### src/rtl/i2c_pkg.sv
// Shared types and constants for the I2C target engine.
// Optional feature macro used by the engine: I2C_SLV_GC_EN (general-call match).
package i2c_pkg;

  typedef enum logic [3:0] {
    I2C_SLV_IDLE,
    I2C_SLV_ADDR,
    I2C_SLV_ADDR_ACK,
    I2C_SLV_RX_BYTE,
    I2C_SLV_RX_ACK,
    I2C_SLV_TX_LOAD,
    I2C_SLV_TX_BYTE,
    I2C_SLV_TX_ACK,
    I2C_SLV_WAIT_STOP
  } i2c_slv_state_e;

  localparam logic [6:0] GC_ADDR = 7'h00;
  localparam logic       RW_READ = 1'b1;

  // True when the upper seven bits of an address byte equal the given address.
  function automatic logic addr_match(input logic [7:0] addr_byte, input logic [6:0] addr);
    return addr_byte[7:1] == addr;
  endfunction

endpackage

### src/rtl/i2c_bus_mon.sv
// Bus monitor: registers SCL/SDA, produces START/STOP and SCL edge pulses
// (each pulse appears one cycle after the bus change) and the bus-busy flag.
module i2c_bus_mon (
  input  logic clk,
  input  logic rst,
  input  logic scl_i,
  input  logic sda_i,
  output logic scl_q,
  output logic sda_q,
  output logic start_p,
  output logic stop_p,
  output logic scl_rise,
  output logic scl_fall,
  output logic bb
);

  // Sample the bus and flag edges/conditions against the previous sample.
  always_ff @(posedge clk) begin
    if (rst) begin
      scl_q    <= 1'b0;
      sda_q    <= 1'b0;
      start_p  <= 1'b0;
      stop_p   <= 1'b0;
      scl_rise <= 1'b0;
      scl_fall <= 1'b0;
      bb       <= 1'b0;
    end else begin
      scl_q    <= scl_i;
      sda_q    <= sda_i;
      // SCL must be high in both samples so an SDA change at an SCL edge is not a condition.
      start_p  <= scl_q & scl_i & sda_q & ~sda_i;
      stop_p   <= scl_q & scl_i & ~sda_q & sda_i;
      scl_rise <= ~scl_q & scl_i;
      scl_fall <= scl_q & ~scl_i;
      if (scl_q & scl_i & ~sda_q & sda_i)
        bb <= 1'b0;
      else if (scl_q & scl_i & sda_q & ~sda_i)
        bb <= 1'b1;
    end
  end

endmodule

### src/rtl/i2c_slv_ctrl.sv
// Byte-level I2C target engine: address match, ACK, RX FIFO push, TX FIFO pop,
// SCL stretching while a FIFO is not ready.
// Define I2C_SLV_GC_EN to also accept the general-call address (0x00, write).
module i2c_slv_ctrl
  import i2c_pkg::*;
#(
  parameter int HOLD_CYC = 4
) (
  input  logic       clk,
  input  logic       rst,
  input  logic       cr_en,
  input  logic [6:0] slv_addr,
  input  logic       scl_i,
  input  logic       sda_i,
  output logic       scl_oe,
  output logic       sda_oe,
  input  logic       rx_fifo_full,
  output logic       rx_fifo_wr,
  output logic [7:0] rx_fifo_din,
  input  logic       tx_fifo_empty,
  output logic       tx_fifo_rd,
  input  logic [7:0] tx_fifo_dout,
  output logic       bb,
  output logic       aas,
  output logic       srw,
  output logic       gc_hit,
  output logic       stop_det,
  output logic       nak_det
);

  localparam int HW = (HOLD_CYC > 1) ? $clog2(HOLD_CYC) : 1;
  localparam logic [HW-1:0] HOLD_LOAD = HW'(HOLD_CYC - 1);

  logic scl_q, sda_q, start_p, stop_p, scl_rise, scl_fall;

  i2c_bus_mon u_bus_mon (
    .clk      (clk),
    .rst      (rst),
    .scl_i    (scl_i),
    .sda_i    (sda_i),
    .scl_q    (scl_q),
    .sda_q    (sda_q),
    .start_p  (start_p),
    .stop_p   (stop_p),
    .scl_rise (scl_rise),
    .scl_fall (scl_fall),
    .bb       (bb)
  );

  i2c_slv_state_e state_reg, state_next;
  logic [2:0]    bit_cnt_reg, bit_cnt_next;
  logic [7:0]    shift_reg, shift_next;
  logic [HW-1:0] hold_cnt_reg, hold_cnt_next;
  // A scheduled SDA level, applied once the hold counter has run out.
  logic          pend_reg, pend_next;
  logic          sda_pend_reg, sda_pend_next;
  // Per-state sub-phase: byte complete / ACK driven / master ACKed.
  logic          phase_reg, phase_next;
  logic          sda_oe_reg, sda_oe_next;
  logic          scl_oe_reg, scl_oe_next;
  logic          aas_reg, aas_next;
  logic          srw_reg, srw_next;
  logic          gc_hit_reg, gc_hit_next;
  logic          stop_det_reg, stop_det_next;
  logic          nak_det_reg, nak_det_next;
  logic          rx_wr_reg, rx_wr_next;
  logic [7:0]    rx_din_reg, rx_din_next;
  logic          tx_rd_reg, tx_rd_next;
  logic [7:0]    byte_in;

  assign byte_in = {shift_reg[6:0], sda_q};

  // State and datapath registers.
  always_ff @(posedge clk) begin
    if (rst) begin
      state_reg    <= I2C_SLV_IDLE;
      bit_cnt_reg  <= '0;
      shift_reg    <= '0;
      hold_cnt_reg <= '0;
      pend_reg     <= 1'b0;
      sda_pend_reg <= 1'b0;
      phase_reg    <= 1'b0;
      sda_oe_reg   <= 1'b0;
      scl_oe_reg   <= 1'b0;
      aas_reg      <= 1'b0;
      srw_reg      <= 1'b0;
      gc_hit_reg   <= 1'b0;
      stop_det_reg <= 1'b0;
      nak_det_reg  <= 1'b0;
      rx_wr_reg    <= 1'b0;
      rx_din_reg   <= '0;
      tx_rd_reg    <= 1'b0;
    end else begin
      state_reg    <= state_next;
      bit_cnt_reg  <= bit_cnt_next;
      shift_reg    <= shift_next;
      hold_cnt_reg <= hold_cnt_next;
      pend_reg     <= pend_next;
      sda_pend_reg <= sda_pend_next;
      phase_reg    <= phase_next;
      sda_oe_reg   <= sda_oe_next;
      scl_oe_reg   <= scl_oe_next;
      aas_reg      <= aas_next;
      srw_reg      <= srw_next;
      gc_hit_reg   <= gc_hit_next;
      stop_det_reg <= stop_det_next;
      nak_det_reg  <= nak_det_next;
      rx_wr_reg    <= rx_wr_next;
      rx_din_reg   <= rx_din_next;
      tx_rd_reg    <= tx_rd_next;
    end
  end

  // Next-state, bus drive and FIFO strobe logic.
  always_comb begin
    state_next    = state_reg;
    bit_cnt_next  = bit_cnt_reg;
    shift_next    = shift_reg;
    hold_cnt_next = (hold_cnt_reg != '0) ? hold_cnt_reg - 1'b1 : hold_cnt_reg;
    pend_next     = pend_reg;
    sda_pend_next = sda_pend_reg;
    phase_next    = phase_reg;
    sda_oe_next   = sda_oe_reg;
    scl_oe_next   = scl_oe_reg;
    aas_next      = aas_reg;
    srw_next      = srw_reg;
    gc_hit_next   = gc_hit_reg;
    stop_det_next = 1'b0;
    nak_det_next  = 1'b0;
    rx_wr_next    = 1'b0;
    rx_din_next   = rx_din_reg;
    tx_rd_next    = 1'b0;

    // Apply a scheduled SDA change once the data hold time has elapsed.
    if (pend_reg && hold_cnt_reg == '0) begin
      sda_oe_next = sda_pend_reg;
      pend_next   = 1'b0;
    end

    if (!cr_en) begin
      state_next  = I2C_SLV_IDLE;
      sda_oe_next = 1'b0;
      scl_oe_next = 1'b0;
      aas_next    = 1'b0;
      gc_hit_next = 1'b0;
      pend_next   = 1'b0;
      phase_next  = 1'b0;
    end else if (stop_p) begin
      state_next    = I2C_SLV_IDLE;
      sda_oe_next   = 1'b0;
      scl_oe_next   = 1'b0;
      aas_next      = 1'b0;
      gc_hit_next   = 1'b0;
      pend_next     = 1'b0;
      phase_next    = 1'b0;
      stop_det_next = 1'b1;
    end else if (start_p) begin
      state_next   = I2C_SLV_ADDR;
      sda_oe_next  = 1'b0;
      scl_oe_next  = 1'b0;
      aas_next     = 1'b0;
      gc_hit_next  = 1'b0;
      pend_next    = 1'b0;
      phase_next   = 1'b0;
      bit_cnt_next = '0;
      shift_next   = '0;
    end else begin
      case (state_reg)
        I2C_SLV_ADDR: begin
          if (scl_rise) begin
            shift_next   = byte_in;
            bit_cnt_next = bit_cnt_reg + 3'd1;
            if (bit_cnt_reg == 3'd7) begin
              if (addr_match(byte_in, slv_addr)) begin
                state_next = I2C_SLV_ADDR_ACK;
                aas_next   = 1'b1;
                srw_next   = byte_in[0];
              end
`ifdef I2C_SLV_GC_EN
              else if (byte_in == {GC_ADDR, ~RW_READ}) begin
                state_next  = I2C_SLV_ADDR_ACK;
                aas_next    = 1'b1;
                gc_hit_next = 1'b1;
                srw_next    = ~RW_READ;
              end
`endif
              else begin
                state_next = I2C_SLV_WAIT_STOP;
              end
            end
          end
        end

        I2C_SLV_ADDR_ACK: begin
          if (scl_fall) begin
            hold_cnt_next = HOLD_LOAD;
            pend_next     = 1'b1;
            if (!phase_reg) begin
              sda_pend_next = 1'b1;
              phase_next    = 1'b1;
            end else begin
              // ACK bit over: release SDA; a read replaces this with the MSB once loaded.
              sda_pend_next = 1'b0;
              phase_next    = 1'b0;
              state_next    = (srw_reg == RW_READ) ? I2C_SLV_TX_LOAD : I2C_SLV_RX_BYTE;
            end
          end
        end

        I2C_SLV_RX_BYTE: begin
          if (scl_rise) begin
            shift_next   = byte_in;
            bit_cnt_next = bit_cnt_reg + 3'd1;
            if (bit_cnt_reg == 3'd7)
              phase_next = 1'b1;
          end else if (scl_fall && phase_reg) begin
            state_next    = I2C_SLV_RX_ACK;
            phase_next    = 1'b0;
            hold_cnt_next = HOLD_LOAD;
          end
        end

        I2C_SLV_RX_ACK: begin
          if (!phase_reg) begin
            // SCL is low here; keep it low while the FIFO is full, then push and ACK together.
            if (!rx_fifo_full && hold_cnt_reg == '0) begin
              rx_wr_next  = 1'b1;
              rx_din_next = shift_reg;
              sda_oe_next = 1'b1;
              scl_oe_next = 1'b0;
              phase_next  = 1'b1;
            end else if (rx_fifo_full) begin
              scl_oe_next = 1'b1;
            end
          end else if (scl_fall) begin
            state_next    = I2C_SLV_RX_BYTE;
            phase_next    = 1'b0;
            hold_cnt_next = HOLD_LOAD;
            pend_next     = 1'b1;
            sda_pend_next = 1'b0;
          end
        end

        I2C_SLV_TX_LOAD: begin
          if (tx_fifo_empty) begin
            scl_oe_next = 1'b1;
          end else begin
            tx_rd_next    = 1'b1;
            shift_next    = tx_fifo_dout;
            scl_oe_next   = 1'b0;
            bit_cnt_next  = '0;
            phase_next    = 1'b0;
            pend_next     = 1'b1;
            sda_pend_next = ~tx_fifo_dout[7];
            state_next    = I2C_SLV_TX_BYTE;
          end
        end

        I2C_SLV_TX_BYTE: begin
          if (scl_rise) begin
            bit_cnt_next = bit_cnt_reg + 3'd1;
            if (bit_cnt_reg == 3'd7)
              phase_next = 1'b1;
          end else if (scl_fall) begin
            hold_cnt_next = HOLD_LOAD;
            pend_next     = 1'b1;
            if (phase_reg) begin
              sda_pend_next = 1'b0;
              phase_next    = 1'b0;
              state_next    = I2C_SLV_TX_ACK;
            end else begin
              shift_next    = {shift_reg[6:0], 1'b0};
              sda_pend_next = ~shift_reg[6];
            end
          end
        end

        I2C_SLV_TX_ACK: begin
          if (scl_rise) begin
            if (!sda_q) begin
              phase_next = 1'b1;
            end else begin
              nak_det_next = 1'b1;
              sda_oe_next  = 1'b0;
              pend_next    = 1'b0;
              state_next   = I2C_SLV_WAIT_STOP;
            end
          end else if (scl_fall && phase_reg) begin
            phase_next    = 1'b0;
            hold_cnt_next = HOLD_LOAD;
            state_next    = I2C_SLV_TX_LOAD;
          end
        end

        I2C_SLV_IDLE, I2C_SLV_WAIT_STOP: begin
        end

        default: state_next = I2C_SLV_IDLE;
      endcase
    end
  end

  assign scl_oe      = scl_oe_reg;
  assign sda_oe      = sda_oe_reg;
  assign aas         = aas_reg;
  assign srw         = srw_reg;
  assign gc_hit      = gc_hit_reg;
  assign stop_det    = stop_det_reg;
  assign nak_det     = nak_det_reg;
  assign rx_fifo_wr  = rx_wr_reg;
  assign rx_fifo_din = rx_din_reg;
  assign tx_fifo_rd  = tx_rd_reg;

endmodule

### config.mk
export PLATFORM = sky130hd
export DESIGN_NAME = i2c_slv_ctrl
export DESIGN_NICKNAME = d
export VERILOG_FILES = /design/src/rtl/i2c_pkg.sv /design/src/rtl/i2c_bus_mon.sv /design/src/rtl/i2c_slv_ctrl.sv
export SDC_FILE = /design/constraint.sdc
export NUM_CORES = 1
export LEC_CHECK = 0
export ABC_AREA = 1
export CORE_ASPECT_RATIO = 2
export CORE_MARGIN = 5
export CORE_UTILIZATION = 48
export DETAILED_ROUTE_END_ITERATION = 10
export HOLD_SLACK_MARGIN = 0.08
export PLACE_DENSITY = 0.76
export SETUP_SLACK_MARGIN = 0.5
export SLEW_MARGIN = 30
export SYNTH_ARGS = -nofsm -noshare
export SYNTH_HDL_FRONTEND = slang
export SYNTH_SLANG_ARGS = --single-unit
export TNS_END_PERCENT = 20
### constraint.sdc
create_clock -name clk -period 1.6 [get_ports clk]
set_input_delay 0.32 -clock clk [delete_from_list [all_inputs] [get_ports clk]]
set_output_delay 0.32 -clock clk [all_outputs]
set_load 0.02 [all_outputs]
* Word-level counts from Yosys, hierarchy flattened
Cells that the tools add are included.
** Operators by class
- Add/sub/neg operators :: 2
- Eq/ne operators :: 46
- Mux-type cells :: 82
- Bitwise operators :: 22
- Reductions and logical operators :: 33
** Operators with widths (number)
- $mux W4 :: 16
- $mux W8 :: 6
- $mux W1 :: 38
- $ne A3 B2 Y1 const B :: 11
- $pmux W4 S8 :: 1
- $reduce_and A15 Y1 :: 2
- $pmux W8 S3 :: 1
- $ne A3 B1 Y1 const B :: 7
- $mux W2 :: 9
- $ne A2 B2 Y1 const B :: 9
- $eq A4 B3 Y1 const B :: 4
- $not A1 Y1 :: 15
- $mux W3 :: 4
- $reduce_or A6 Y1 :: 2
- $ne A2 B1 Y1 const B :: 5
- $reduce_and A10 Y1 :: 1
- $reduce_and A5 Y1 :: 2
- $reduce_or A2 Y1 :: 5
- $eq A4 B2 Y1 const B :: 2
- $ne A4 B2 Y1 const B :: 2
- $pmux W2 S4 :: 1
- $reduce_and A8 Y1 :: 1
- $reduce_bool A4 Y1 :: 2
- $and A1 B1 Y1 :: 7
- other kinds (26) :: 32
** Storage, ports and cells
- Register bits after elaboration :: 43
- Input bits :: 22
- Output and inout port bits :: 18
- Logic and storage cells :: 209

* Depth between registers and ports, before layout
- Depth in word-level cells :: 8
- Gate-level depth with buffers :: 12
- Depth with buffers taken out :: 12

* Cells and area by module
From an unflattened synthesis, not the netlist that was laid out.
** Second synthesis, totals
- Cells, all modules :: 415
- Area, all modules :: 2617.5 µm²
** Modules (own cells, without submodules)
- i2c_slv_ctrl :: instances 1, cells an instance 389, area each 2401.1 µm², sequential area each 720.7 µm²
- i2c_bus_mon :: instances 1, cells an instance 26, area each 216.5 µm², sequential area each 140.1 µm²

* Worst setup path before layout
OpenSTA, ideal clock, no wires.
- Path kind :: register -> register
- From :: register u_bus_mon.start_p
- To :: register shift_reg[4]
- Library setup time :: 0.120 ns
- Data arrival time :: 1.337 ns
- Data required time :: 1.480 ns
- Path slack :: 0.143 ns
- Cell stages (with the launch flop) :: 10
- Buffers on the path :: 2
- Period minus slack after synthesis :: 1.457 ns
- Cells stage by stage :: dfxtp_1 > buf_2 > inv_1 > buf_2 > nand3_1 > nand2_2 > nor3_4 > nand2_1 > nand2_1 > a21oi_1
** On the way
- Longest elaborated chain between the ends :: 2
- Elaborated cells between the ends (all ways) :: 8
- Those cells by class :: eq/ne (5); mux (1); reduce/logical (2)
** RTL lines
- start: declaration :: RTL line i2c_bus_mon.sv:10 : output logic start_p,
- start signal: assignment :: RTL line i2c_bus_mon.sv:31 : start_p <= scl_q & scl_i & sda_q & ~sda_i;
- $ne A3 B2 Y1 (no source line), or another cell as far along
- $reduce_and A8 Y1 (no source line)
- end signal: assignment :: RTL line i2c_slv_ctrl.sv:96 : shift_reg <= shift_next;
- end: declaration :: RTL line i2c_slv_ctrl.sv:52 : logic [7:0] shift_reg, shift_next;
Parallel ways exist; a longest one is shown, timed or not.
A chain may end at the register's enable or synchronous reset.

* Worst setup path in the final report
- From :: register state_reg[2]
- To :: register shift_reg[7]
** On the way
- Longest elaborated chain between the ends :: 4
- Elaborated cells between the ends (all ways) :: 14
- Those cells by class :: eq/ne (9); mux (2); reduce/logical (3)
** RTL lines
- start: declaration :: RTL line i2c_slv_ctrl.sv:50 : i2c_slv_state_e state_reg, state_next;
- start signal: assignment :: RTL line i2c_slv_ctrl.sv:94 : state_reg <= state_next;
- $eq A4 B2 Y1 / $eq A4 B1 Y1 (equally long branches) :: RTL line i2c_slv_ctrl.sv:168 : case (state_reg)
- $reduce_or A2 Y1 (no source line)
- $ne A3 B1 Y1 (no source line), or another cell as far along
- $reduce_and A8 Y1 (no source line) / $mux W8 (equally long branches)
Parallel ways exist; a longest one is shown, timed or not.

==> flow_metrics.py <==
metrics = {
    "grt": {
        "grt_first_pass_wirelength_um": 13900,
        "grt_max_degree": 19,
        "grt-ovfl-total": 0,
        "grt_pass1_vias": 2959,
        "grtUsageTotal": 0.268,
        "antenna_found_initial": 0,
    },
    "floorplan": {
        "die_y_um": 111,
        "die_w_um": 60.6,
        "io_pins": 40,
        "start_util": 0.488,
        "dieArea_mm2": 0.00675,
        "rows": 37,
        "core_area_mm2": 0.00505,
    },
    "critical_path": {
        "cp-end-kind": "flip-flop",
        "cp_cell_sequence": "buf_4 -> nand2_8 -> nor2_4 -> buf_4 -> buf_4 -> o21ai_0 -> nor2_1 -> nand2_4 -> a21oi_2",
        "cp_slowest_stage_delay_ps": 400,
        "cpMostUsedCell": "buf_4",
        "required_ps": 1850,
        "cp_num_buf_inv": 3,
        "cp_max_fo": 6,
        "reg2reg_from": "state_reg[2]$_SDFFE_PP0P_",
        "critPathLaunchType": "flip-flop",
        "crit_start": "state_reg[2]$_SDFFE_PP0P_",
        "crit_arrival_ps": 1880,
        "criticalPathCategory": "reg -> reg",
        "crit_slowest_cell": "dfxtp_4",
        "crit_family": "simple AND/OR/NAND/NOR gates",
    },
    "place": {
        "io_buffer_count": 38,
        "place_congestion": 1.04,
        "hpwl_um": 6180,
    },
    "clocking": {
        "clk_pin_slew_ps": 90,
        "clkSinkCount": 43,
        "cts_root_buf": "clkbuf_8",
        "clock_latency_ps": 310,
        "cts-htree-levels": 2,
        "cts_tree": "built",
        "hold_buffers": 0,
        "numCtsBuffers": 5,
        "cts_max_path_buffers": 2,
    },
    "yosys": {
        "ys_ff_latch": 43,
        "ys_warn_count": 0,
        "yosysSeqAreaShare": 0.350,
        "synth_area_leaders": "dfxtp_1 35%, nand2_1 13%, nor2_1 9.8%",
        "syn-mean-instance-area_um2": 6.49,
        "postSynthCellCount": 379,
        "ys_types": 38,
        "syn-cell-area_mm2": 0.00246,
        "synth_top_area_frac": 0.350,
        "synth_nets": 403,
        "yosys.area.top_type": "dfxtp_1",
    },
    "power": {
        "ir_drop_mv": 0.995,
        "p_int_mw": 1.46,
        "cellPowerDensity_mw_per_mm2": 498,
        "p_comb_frac": 0.086,
        "p_sw_frac": 0.246,
        "clockPowerShare": 0.359,
        "p_leak_nw": 1.79,
        "p_seq_frac": 0.556,
        "p_total_mw": 1.93,
        "p_sw_uw": 476,
    },
    "status": {
        "outcome": "finished, violations left",
        "violations": "negative setup slack",
    },
    "timing": {
        "skew_ps": 14.0,
        "fmax_mhz": 610,
        "tns_ps": -144,
        "finalSetupViolCount": 6,
        "slew_viol_final": 0,
        "final.min_clock_period_ps": 1640,
        "fin_ws_ps": -38.5,
        "whs_ps": 439,
        "finalCritPeriodShare": 1.02,
        "grt_setup_unrepaired": "yes",
        "hold_violations": 0,
    },
    "routing": {
        "routedWlPerCell_um": 16.0,
        "first_pass_iters": 4,
        "routed_wl_um": 8710,
        "vias": 2929,
        "drcViolationCount": 0,
        "drt_iter0_drc": 145,
        "vias_per_cell": 5.39,
        "antenna_left": 0,
    },
    "final_layout": {
        "nFillCells": 378,
        "final_common_cell": "buf_4",
        "nNetsFinal": 508,
        "area_growth_pct": 57.7,
        "drive_above_1_share": 0.392,
        "layout_common_cells": "65 x buf_4, 64 x nand2_1, 50 x nor2_1",
        "antenna_cells": 0,
    },
    "hold_path": {
        "min_path_type": "reg -> reg",
        "hold_start": "u_bus_mon.scl_q$_SDFF_PP0_",
    },
    "flow_run": {
        "max-cap-violations": 0,
    },
}
[cell type report]
cell class / count / area (um^2) / area share
clock buffers: 6 / 72.6 / 0.0187
clock inverters: 2 / 11.3 / 0.00290
inverters: 42 / 188 / 0.0484
multi-input cells: 282 / 1680 / 0.432
flip-flops and latches: 43 / 891 / 0.230
well taps: 58 / 72.6 / 0.0187
repair buffers: 110 / 971 / 0.250
[final timing paths]
check | to | slack [ps] | cells past startpoint
worst max-delay path | shift_reg[7]$_SDFFE_PP0P_ | -40 | 9
worst min register to register | u_bus_mon.scl_rise$_SDFF_PP0_ | 440 | 1
worst min-delay path | u_bus_mon.scl_rise$_SDFF_PP0_ | 440 | 1
worst max register to register | shift_reg[7]$_SDFFE_PP0P_ | -40 | 9
[worst reg2reg max path: cells and delay by family, from the launching register on]
| kind | cells | cell delay, ps |
|---|---|---|
| DFF | 1 | 400 |
| and+or+nand+nor | 4 | 540 |
| buffers and inverters | 3 | 390 |
| AOI/OAI and AO/OA | 2 | 240 |
[per-stage QoR]
stage	instances	util	instance area [um^2]	worst slack (ps)
global placement	513	0.649	3270	-110
detailed placement	513	0.649	3270	-167
floorplan	379	-	2520	198
finish	543	0.769	3880	-38.5
CTS	534	0.729	3680	31.5
global route	543	0.769	3880	-119
[what timing repair did]
item                                    4_1_cts  5_1_grt
cloned                                        2        0
pin swaps                                    19       18
setup buffers                                11        9
gates resized for setup                      82      122
endpoints found under the setup margin       52       55
[power by group through the flow]
stage	logic [mW]	registers (mW)	clock network [mW]
final	0.165	1.07	0.693
after global routing	0.178	1.08	0.757
after CTS	0.158	1.07	0.711
after detailed placement	0.154	1.10	0
after global placement	0.152	1.10	0
after floorplan	0.0641	1.10	0
[per-layer routing]
metal	global-route usage	part of all wire	wire length, um	vias to the layer above
met5	0	0	0	-
met4	0.137	0.057	499	0
met3	0.0408	0.045	393	41
met2	0.436	0.50	4370	93
met1	0.326	0.40	3450	1358
li1	-	-	-	1437
[synthesized netlist by cell type, drive strengths merged]
cell type,count
a211oi,2
a21oi,22
a31oi,1
a32oi,1
buf,8
clkbuf,4
clkinv,2
conb,1
dfxtp,43
ha,2
inv,40
nand2,93
nand3,22
nand3b,1
nand4,14
nor2,69
nor3,12
nor4,2
o211ai,2
o21a,1
o21ai,26
o21bai,2
o22ai,1
or2,1
xnor2,3
xor2,4
[cell families after synthesis]
family          Yosys count  share of synthesized area
simple gates            214                      0.389
compound gates           58                      0.132
buf+inv                  54                     0.0920
flops                    43                      0.350
xor+xnor                  7                     0.0249
fa+ha+maj                 2                     0.0102
other cells               1                    0.00152
No activity file was read; power rests on OpenSTA's default activity.
